### src/rtl/piso_pkg.sv
// -----------------------------------------------------------------------------
// piso_pkg
// Shared constants for the serial transmitter and a matching receiver:
//   - FSM state encodings (3-bit, plain localparams so older tools and
//     hand-written decoders can compare against them directly)
//   - line-level constants (idle/stop level and start-bit level)
// -----------------------------------------------------------------------------
package piso_pkg;

   localparam int ST_W = 3;

   localparam logic [ST_W-1:0] ST_IDLE   = 3'd0;
   localparam logic [ST_W-1:0] ST_START  = 3'd1;
   localparam logic [ST_W-1:0] ST_DATA   = 3'd2;
   localparam logic [ST_W-1:0] ST_PARITY = 3'd3;
   localparam logic [ST_W-1:0] ST_STOP   = 3'd4;

   // Line rests high between frames; the stop bit uses the same level.
   localparam logic LINE_IDLE = 1'b1;
   localparam logic START_BIT = 1'b0;

endpackage

### src/rtl/dff.sv
// -----------------------------------------------------------------------------
// dff
// Basic W-bit register cell with synchronous, active-high reset.
// Ports:
//   clk  - rising-edge clock
//   rst  - synchronous reset, loads RST_VAL
//   d    - next value
//   q    - registered value
// -----------------------------------------------------------------------------
module dff #(
   parameter int             W       = 1,
   parameter logic [W-1:0]   RST_VAL = '0
) (
   input  logic         clk,
   input  logic         rst,
   input  logic [W-1:0] d,
   output logic [W-1:0] q
);

   always_ff @(posedge clk) begin
      if (rst) q <= RST_VAL;
      else     q <= d;
   end

endmodule

### src/rtl/shift_reg_ld.sv
// -----------------------------------------------------------------------------
// shift_reg_ld
// Parallel-load shift register. The bit about to be transmitted is always
// presented on 'head'; each shift moves the next bit into the head position
// and fills the vacated end with zero.
// Parameters:
//   WIDTH     - register width (>= 2)
//   LSB_FIRST - 1: head is bit 0, shifts right; 0: head is bit WIDTH-1,
//               shifts left
// Ports:
//   clk   - rising-edge clock
//   rst   - synchronous reset, clears the register
//   load  - capture din (has priority over shift)
//   shift - advance by one bit
//   din   - parallel word
//   head  - current output bit
// -----------------------------------------------------------------------------
module shift_reg_ld #(
   parameter int WIDTH     = 8,
   parameter bit LSB_FIRST = 1'b1
) (
   input  logic             clk,
   input  logic             rst,
   input  logic             load,
   input  logic             shift,
   input  logic [WIDTH-1:0] din,
   output logic             head
);

   logic [WIDTH-1:0] data_q;
   logic [WIDTH-1:0] data_d;

   always_comb begin
      data_d = data_q;
      if (load) begin
         data_d = din;
      end else if (shift) begin
         if (LSB_FIRST) data_d = {1'b0, data_q[WIDTH-1:1]};
         else           data_d = {data_q[WIDTH-2:0], 1'b0};
      end
   end

   dff #(
      .W       (WIDTH),
      .RST_VAL ('0)
   ) u_data (
      .clk (clk),
      .rst (rst),
      .d   (data_d),
      .q   (data_q)
   );

   assign head = LSB_FIRST ? data_q[0] : data_q[WIDTH-1];

endmodule

### src/rtl/piso_tx.sv
// -----------------------------------------------------------------------------
// piso_tx
// Parallel-in serial-out transmitter. A word accepted on load_valid &&
// load_ready is sent as: one start bit (0), WIDTH data bits, an optional
// even-parity bit, and one stop bit (1). The line idles high.
//
// Build option:
//   PISO_TX_PARITY_EN - when defined, a parity bit (XOR of the captured word)
//                       is sent between the last data bit and the stop bit.
//
// Parameters:
//   WIDTH     - data word width, 2..32
//   LSB_FIRST - 1: bit 0 sent first; 0: bit WIDTH-1 sent first
// Ports:
//   clk        - rising-edge clock
//   rst        - synchronous, active-high reset; aborts any frame in flight
//   din        - word to transmit (sampled only when accepted)
//   load_valid - din valid this cycle
//   load_ready - high only while idle (decoded from state)
//   sout       - registered serial line
//   busy       - registered, high for every cycle of a frame
//   done       - registered, one-cycle pulse during the stop bit
// -----------------------------------------------------------------------------
module piso_tx
   import piso_pkg::*;
#(
   parameter int WIDTH     = 8,
   parameter bit LSB_FIRST = 1'b1
) (
   input  logic             clk,
   input  logic             rst,
   input  logic [WIDTH-1:0] din,
   input  logic             load_valid,
   output logic             load_ready,
   output logic             sout,
   output logic             busy,
   output logic             done
);

   localparam int               CNT_W    = $clog2(WIDTH) + 1;
   localparam logic [CNT_W-1:0] CNT_LAST = CNT_W'(WIDTH - 1);

   logic [ST_W-1:0]  state_q, state_d;
   logic [CNT_W-1:0] cnt_q, cnt_d;
   logic             sout_q, sout_d;
   logic             busy_q, busy_d;
   logic             done_q, done_d;
   logic             sr_load;
   logic             sr_shift;
   logic             sr_head;

`ifdef PISO_TX_PARITY_EN
   // Parity is taken from din at capture time, so it never depends on how
   // far the shift register has advanced.
   logic             par_q, par_d;
`endif

   // Next-state and control. Registered outputs are derived from state_d so
   // that each output is valid in the same cycle the FSM enters a state.
   always_comb begin
      state_d  = state_q;
      cnt_d    = cnt_q;
      sr_load  = 1'b0;
      sr_shift = 1'b0;
`ifdef PISO_TX_PARITY_EN
      par_d    = par_q;
`endif

      case (state_q)
         ST_IDLE: begin
            // load_ready is 1 in IDLE, so load_valid alone means accept.
            if (load_valid) begin
               state_d = ST_START;
               sr_load = 1'b1;
`ifdef PISO_TX_PARITY_EN
               par_d   = ^din;
`endif
            end
         end

         ST_START: begin
            // Head already holds the first data bit; present it and advance.
            state_d  = ST_DATA;
            cnt_d    = '0;
            sr_shift = 1'b1;
         end

         ST_DATA: begin
            if (cnt_q == CNT_LAST) begin
`ifdef PISO_TX_PARITY_EN
               state_d = ST_PARITY;
`else
               state_d = ST_STOP;
`endif
               cnt_d   = '0;
            end else begin
               cnt_d    = cnt_q + 1'b1;
               sr_shift = 1'b1;
            end
         end

`ifdef PISO_TX_PARITY_EN
         ST_PARITY: begin
            state_d = ST_STOP;
         end
`endif

         ST_STOP: begin
            state_d = ST_IDLE;
         end

         default: begin
            state_d = ST_IDLE;
            cnt_d   = '0;
         end
      endcase
   end

   // Line level for the cycle that follows this edge.
   always_comb begin
      sout_d = LINE_IDLE;
      case (state_d)
         ST_START:  sout_d = START_BIT;
         ST_DATA:   sout_d = sr_head;
`ifdef PISO_TX_PARITY_EN
         ST_PARITY: sout_d = par_q;
`endif
         default:   sout_d = LINE_IDLE;
      endcase
   end

   assign busy_d = (state_d != ST_IDLE);
   assign done_d = (state_d == ST_STOP);

   always_ff @(posedge clk) begin
      if (rst) begin
         state_q <= ST_IDLE;
         cnt_q   <= '0;
         sout_q  <= LINE_IDLE;
         busy_q  <= 1'b0;
         done_q  <= 1'b0;
      end else begin
         state_q <= state_d;
         cnt_q   <= cnt_d;
         sout_q  <= sout_d;
         busy_q  <= busy_d;
         done_q  <= done_d;
      end
   end

`ifdef PISO_TX_PARITY_EN
   always_ff @(posedge clk) begin
      if (rst) par_q <= 1'b0;
      else     par_q <= par_d;
   end
`endif

   shift_reg_ld #(
      .WIDTH     (WIDTH),
      .LSB_FIRST (LSB_FIRST)
   ) u_shift (
      .clk   (clk),
      .rst   (rst),
      .load  (sr_load),
      .shift (sr_shift),
      .din   (din),
      .head  (sr_head)
   );

   assign load_ready = (state_q == ST_IDLE);
   assign sout       = sout_q;
   assign busy       = busy_q;
   assign done       = done_q;

endmodule

### config.mk
export PLATFORM = sky130hd
export DESIGN_NAME = piso_tx
export DESIGN_NICKNAME = d
export VERILOG_FILES = /design/src/rtl/piso_pkg.sv /design/src/rtl/dff.sv /design/src/rtl/shift_reg_ld.sv /design/src/rtl/piso_tx.sv
export SDC_FILE = /design/constraint.sdc
export NUM_CORES = 1
export LEC_CHECK = 0
export BUFFER_PORTS_ARGS = -buffer_cell sky130_fd_sc_hd__buf_2
export CORE_MARGIN = 1.5
export CORE_UTILIZATION = 30
export CTS_CLUSTER_SIZE = 16
export DETAILED_ROUTE_END_ITERATION = 10
export PLACE_DENSITY_LB_ADDON = 0.3
export SETUP_SLACK_MARGIN = 0.4
export SYNTH_ARGS = -nofsm -noshare
export SYNTH_HDL_FRONTEND = slang
export SYNTH_SLANG_ARGS = --single-unit
### constraint.sdc
create_clock -name clk -period 2.4 [get_ports clk]
set_clock_uncertainty 0.15 [all_clocks]
set_input_delay 0.12 -clock clk [delete_from_list [all_inputs] [get_ports clk]]
set_output_delay 0.12 -clock clk [all_outputs]
set_load 0.1 [all_outputs]
Yosys cells after proc, flatten, opt, wreduce, memory -nomap -nowiden
Cells that the tools add are included.

storage, ports and cells
  bits in registers = 18
  output and inout bits = 4

cells by class
  add/sub/neg operators = 1
  eq/ne operators = 7
  multiplexer cells = 12
  reductions and logical operators = 4

operator list
  operator                                              number
  two-way mux 8 bit                                     2
  one-hot mux 3 bit (3 select lines)                    1
  one-hot mux 4 bit (2 select lines)                    1
  equality test 3 x 1 -> 1 bit (second input constant)  2
  equality test 3 x 2 -> 1 bit (second input constant)  2
  equality test 3 bit (second input constant)           2
  two-way mux 3 bit                                     2
  adder 4 x 1 -> 4 bit (second input constant)          1
  equality test 4 x 3 -> 1 bit (second input constant)  1
  two-way mux 4 bit                                     1
  one-hot mux 1 bit (2 select lines)                    2
  logical NOT 3 bit                                     1
  two-way mux 1 bit                                     3
  nonzero test 3 bit                                    1
  nonzero test 2 bit                                    1
  OR reduction 2 bit                                    1

Depth between registers and ports, before layout
  depth after elaboration = 5
  gate-level depth with buffers = 6
  mapped depth without buffers = 4

Hierarchy
A second synthesis with hierarchy kept.

second synthesis, totals
  cells, all modules = 94
  area total of the unflattened synthesis = 870.8 µm²

modules (own cells, without submodules)
  module        times used  cells an instance  area an instance (µm²)  seq. area each (µm²)
  piso_tx       1           52                 484.2                   200.2
  dff           1           16                 210.2                   160.2
  shift_reg_ld  1           26                 176.4                   0.0

Least setup slack after synthesis
Ideal clock, no wire load.

  path type = register to register
  start = register state_q[0]
  end = register sout_q, in the netlist sout
  arrival time = 2988 ps
  data required time = 2108 ps
  setup slack = -879 ps
  stages on the path, launching flop included = 5
  buffers on the path = 1
  period minus slack after synthesis = 3279 ps
  path through = dfxtp_1 buf_2 nor3_1 and2_1 o311ai_0

on the way
  longest elaborated chain between the ends = 4
  elaborated cells between the ends (all ways) = 9
  those cells by class = 4 x eq/ne; 4 x mux; 1 x reduce/logical

RTL lines
  item                                                                                 RTL line        RTL
  start, declared                                                                      piso_tx.sv:43   logic [ST_W-1:0] state_q, state_d;
  start signal, assigned                                                               piso_tx.sv:143  state_q <= state_d;
  logical NOT 3 bit (*)                                                                -
  named net load_ready                                                                 piso_tx.sv:34   output logic load_ready,
  one-hot mux 3 bit (3 select lines) (*)                                               piso_tx.sv:69   case (state_q)
  equality test 3 x 2 -> 1 bit / equality test 3 x 1 -> 1 bit (equally long branches)  piso_tx.sv:122  case (state_d)
  one-hot mux 1 bit (2 select lines) (*)                                               piso_tx.sv:122
  end signal, assigned                                                                 piso_tx.sv:145  sout_q <= sout_d;
  end, declared                                                                        piso_tx.sv:45   logic sout_q, sout_d;

The timed path passes the listed nets; every way through them passes the cells marked *.
A chain may end at the register's enable or synchronous reset.

Final worst setup path
  start = register state_q[1]
  end = register u_shift.u_data.q[5]

on the way
  longest elaborated chain between the ends = 3
  elaborated cells between the ends (all ways) = 7
  those cells by class = 2 x eq/ne; 3 x mux; 2 x reduce/logical

RTL lines
  item                                                                            RTL line       RTL
  equality test 3 x 2 -> 1 bit (tied with other cells)                            piso_tx.sv:69
  one-hot mux 1 bit (2 select lines) / two-way mux 1 bit (equally long branches)  piso_tx.sv:69
  nonzero test 2 bit (no line) / two-way mux 8 bit (equally long branches)        -
  end signal, assigned                                                            dff.sv:21      if (rst) q <= RST_VAL;
  end signal, assigned                                                            dff.sv:22      else q <= d;
  end, declared                                                                   dff.sv:17      output logic [W-1:0] q

Several ways; a longest one is shown, not always the timed one.

==> impl_metrics.csv <==
group,metric,value,unit
timing,max_slew_margin,67.5,%
die,die_y,54.5,microns
placed_design,dp_hpwl,1090,microns
timing,setup_tns,0,ns
setup_path,critPathTopFamily,"compound AO/OA/AOI/OAI gates",
setup_path,worst_r2r_path_depth,3,
setup_path,slowest_delay,0.55,ns
die,num_rows,18,
grt,grt_pass1_vias,580,
setup_path,path_buf_inv,0,
cts,numCtsBuffers,3,
die,start_util,31.8,%
timing,report.final.slew_viol_count,0,
timing,fmax,534,MHz
route,drt_drc_violations_left,0,
timing,setup_viol,0,
die,fp.dieW,54.5,microns
route,vias,642,
grt,grt_start_max_net_pins,12,
timing,hold_violations,0,
placed_design,portBuffers,14,
setup_path,cp-end-kind,"register",
synthesis,synth_edf_count,0,
route,vias_per_cell,5.31,
synthesis,yosysUniqueCellTypes,33,
synthesis,async_reset_ff_share,0,%
route,routedWlPerCell,13.1,microns
grt,antenna_found_initial,0,
synthesis,synthCells,79,
cts,post-cts-setup-buffer-count,0,
pwr,p_per_area,682,nW/um^2
cts,cts-root-buf,"clkbuf_4",
pwr,power.switching,192,uW
timing,tightest_slew,0.491,ns
layout,nets,105,
layout,num_antenna_cells,0,
min_path,min_to,"u_shift.u_data.q[2]$_SDFFE_PP0P_",
setup_path,crit_fanout,11,
pwr,switching_share,30.7,%
synthesis,yosys.area.top_type,"dfxtp_1",
setup_path,path_class,"reg2reg",
pwr,seq_power_share,54.9,%
min_path,whs_path_depth,3,
pwr,p_int,432,uW
setup_path,cp.required,2.44,ns
cts,ctsHtreeMaxLevel,1,
cts,cts_sinks,18,
grt,grt_overflow_total,0,
cts,clkLatencyLatePin,0.29,ns
die,core,2500,sq um
setup_path,startpoint_type,"register",
timing,whs,0.0384,ns
cts,clk_pin_slew,0.10,ns
timing,fin_crit_sh,78.0,%
cts,cts_buffer_depth,2,
synthesis,yosys_warnings,0,
die,io_pins,15,
timing,finalCriticalPeriod,1.87,ns
pwr,peakVddDrop,0.357,mV
synthesis,ys_dominant_reg_cell,"dfxtp_1",
layout,layout-drive-gt1-share,31.9,%
flow_run,maxCapViolCount,0,
die,dieArea,2970,sq um
placed_design,place.gp.congestion,0.683,
setup_path,crit_chain,"or3b_4 > o21a_1 > o221a_2",
synthesis,synth-seq-area-share,45.4,%
route,drt-initial-drc-count,6,
setup_path,rrSetupSlack,0.53,ns
synthesis,synth_area_leaders,"dfxtp_1 (45%), o221a_2 (9.9%), o21a_1 (7.6%)",
setup_path,r2r_end,"u_shift.u_data.q[5]$_SDFFE_PP0P_",
route,routed_wl,1580,microns
min_path,worstHoldStart,"din[2]",
pwr,comb_power_share,21.3,%
synthesis,ys_seq_elements,18,
min_path,hold_path_class,"in2reg",
synthesis,synth_top_area_share,45.4,%
setup_path,cp.arrival,1.91,ns
run_status,outcome,"complete, no violations",
setup_path,r2r-start,"state_q[1]$_SDFF_PP0_",
pwr,pwr-share-clk,23.8,%
route,detail-route-antenna-nets,0,
setup_path,crit_slowest_cell,"dfxtp_1",
timing,rsz0062_at_grt,"false",
grt,grt_pass1_wl,2570,microns
grt,grt_usage,12.5,%
synthesis,syn_avg_cell_area,10.1,sq um
layout,syn_to_final_growth,15.1,%
cts,cts_tree,"built",
synthesis,syn_nets,91,
pwr,p_leak,0.000359,uW
route,drt_pass1_iterations,3,
synthesis,syn-cell-area,795,sq um
synthesized netlist by cell type (2+ instances only):
cell,instances
a21oi_1,2
a31oi_1,2
buf_2,3
dfxtp_1,18
nand2_1,4
nand3_1,2
nor2_1,6
nor3_1,3
nor4b_1,2
o21a_1,8
o221a_2,7
power groups by stage:
stage	combinational, uW	sequential, uW	clock (uW)
floorplan	92.1	364	0
global placement	129	348	0
detailed placement	131	349	0
CTS	133	342	152
global route	142	346	164
finish	133	342	148
worst max-delay path by stage:
| stage | startpoint | to | slack (ns) | cells after the start |
|---|---|---|---|---|
| finish | state_q[1]$_SDFF_PP0_ | u_shift.u_data.q[5]$_SDFFE_PP0P_ | 0.53 | 3 |
| global route | state_q[1]$_SDFF_PP0_ | u_shift.u_data.q[4]$_SDFFE_PP0P_ | 0.46 | 3 |
| CTS | state_q[1]$_SDFF_PP0_ | u_shift.u_data.q[5]$_SDFFE_PP0P_ | 0.53 | 3 |
| detailed placement | state_q[1]$_SDFF_PP0_ | u_shift.u_data.q[4]$_SDFFE_PP0P_ | 0.55 | 3 |
| global placement | state_q[1]$_SDFF_PP0_ | u_shift.u_data.q[1]$_SDFFE_PP0P_ | 0.58 | 3 |
| floorplan | state_q[0]$_SDFF_PP0_ | sout$_SDFF_PP1_ | 0.49 | 4 |
cell type report:
type | instances | area (sq um)
Clock buffer | 3 | 22.5
Fill cell | 255 | 1590
Timing Repair Buffer | 16 | 90.1
Multi-Input combinational cell | 52 | 397
Inverter | 2 | 7.51
Sequential cell | 18 | 360
Tap cell | 30 | 37.5
worst min-delay path, stage by stage:
cell and delay, ns:
buf_2 0.07, o21a_1 0.11, o221a_2 0.15
cell families after synthesis:
| group | Yosys count | share of synthesized area, % |
|---|---|---|
| AND/OR/NAND/NOR | 27 | 20.9 |
| AO/OA/AOI/OAI | 24 | 26.0 |
| flip-flops | 18 | 45.4 |
| buffers and inverters | 9 | 6.14 |
| adder cells (fa/ha/maj) | 1 | 1.57 |
timing repair:
action / in CTS / in global routing
hold endpoints to repair: 10 / 0
hold buffers: 2 / 0
gates resized for setup: 0 / 0
metrics by stage:
stage	utilization, %	area, sq um	cells	total power, uW	setup slack (ns)
after global placement	34.9	872	116	477	0.577
after global routing	36.6	915	121	651	0.458
after floorplan	-	806	79	456	0.490
final	36.6	915	121	624	0.529
after CTS	36.6	915	121	627	0.527
after detailed placement	34.9	872	116	479	0.546
state kept, by name, indices dropped and copies added, names as in the netlist:
signal,cells
done,1
state_q,3
sout,1
busy,1
u_shift.u_data.q,8
cnt_q,4
metal layers:
layer / GRT usage (%) / vias to the layer above / wire, microns
met5: 0 / - / 0
met4: 8.75 / 0 / 42
met3: 2.46 / 4 / 38
met2: 18.1 / 11 / 695
met1: 16.4 / 300 / 803
li1: - / 327 / -
cell usage in the layout, fill, tap and decap left out:
master / n
a21oi_1: 2
nor2_1: 6
dlygate4sd3_1: 2
o21ai_0: 1
or4b_4: 1
nand2_1: 4
or3b_2: 1
a2bb2oi_1: 1
dfxtp_1: 18
buf_2: 14
or3b_4: 1
clkinv_1: 1
nor4bb_1: 1
o21a_1: 8
nor4b_1: 2
o221a_2: 7
clkbuf_4: 3
nor3_1: 2
ha_1: 1
a31oi_1: 2
inv_1: 1
nor3_4: 1
and3b_1: 1
nand3_1: 2
or4_1: 1
a32o_1: 1
o211ai_2: 1
o311ai_0: 1
and2_1: 1
or3_1: 1
and3_1: 1
nor3b_1: 1
No activity file was read; power rests on OpenSTA's default activity.
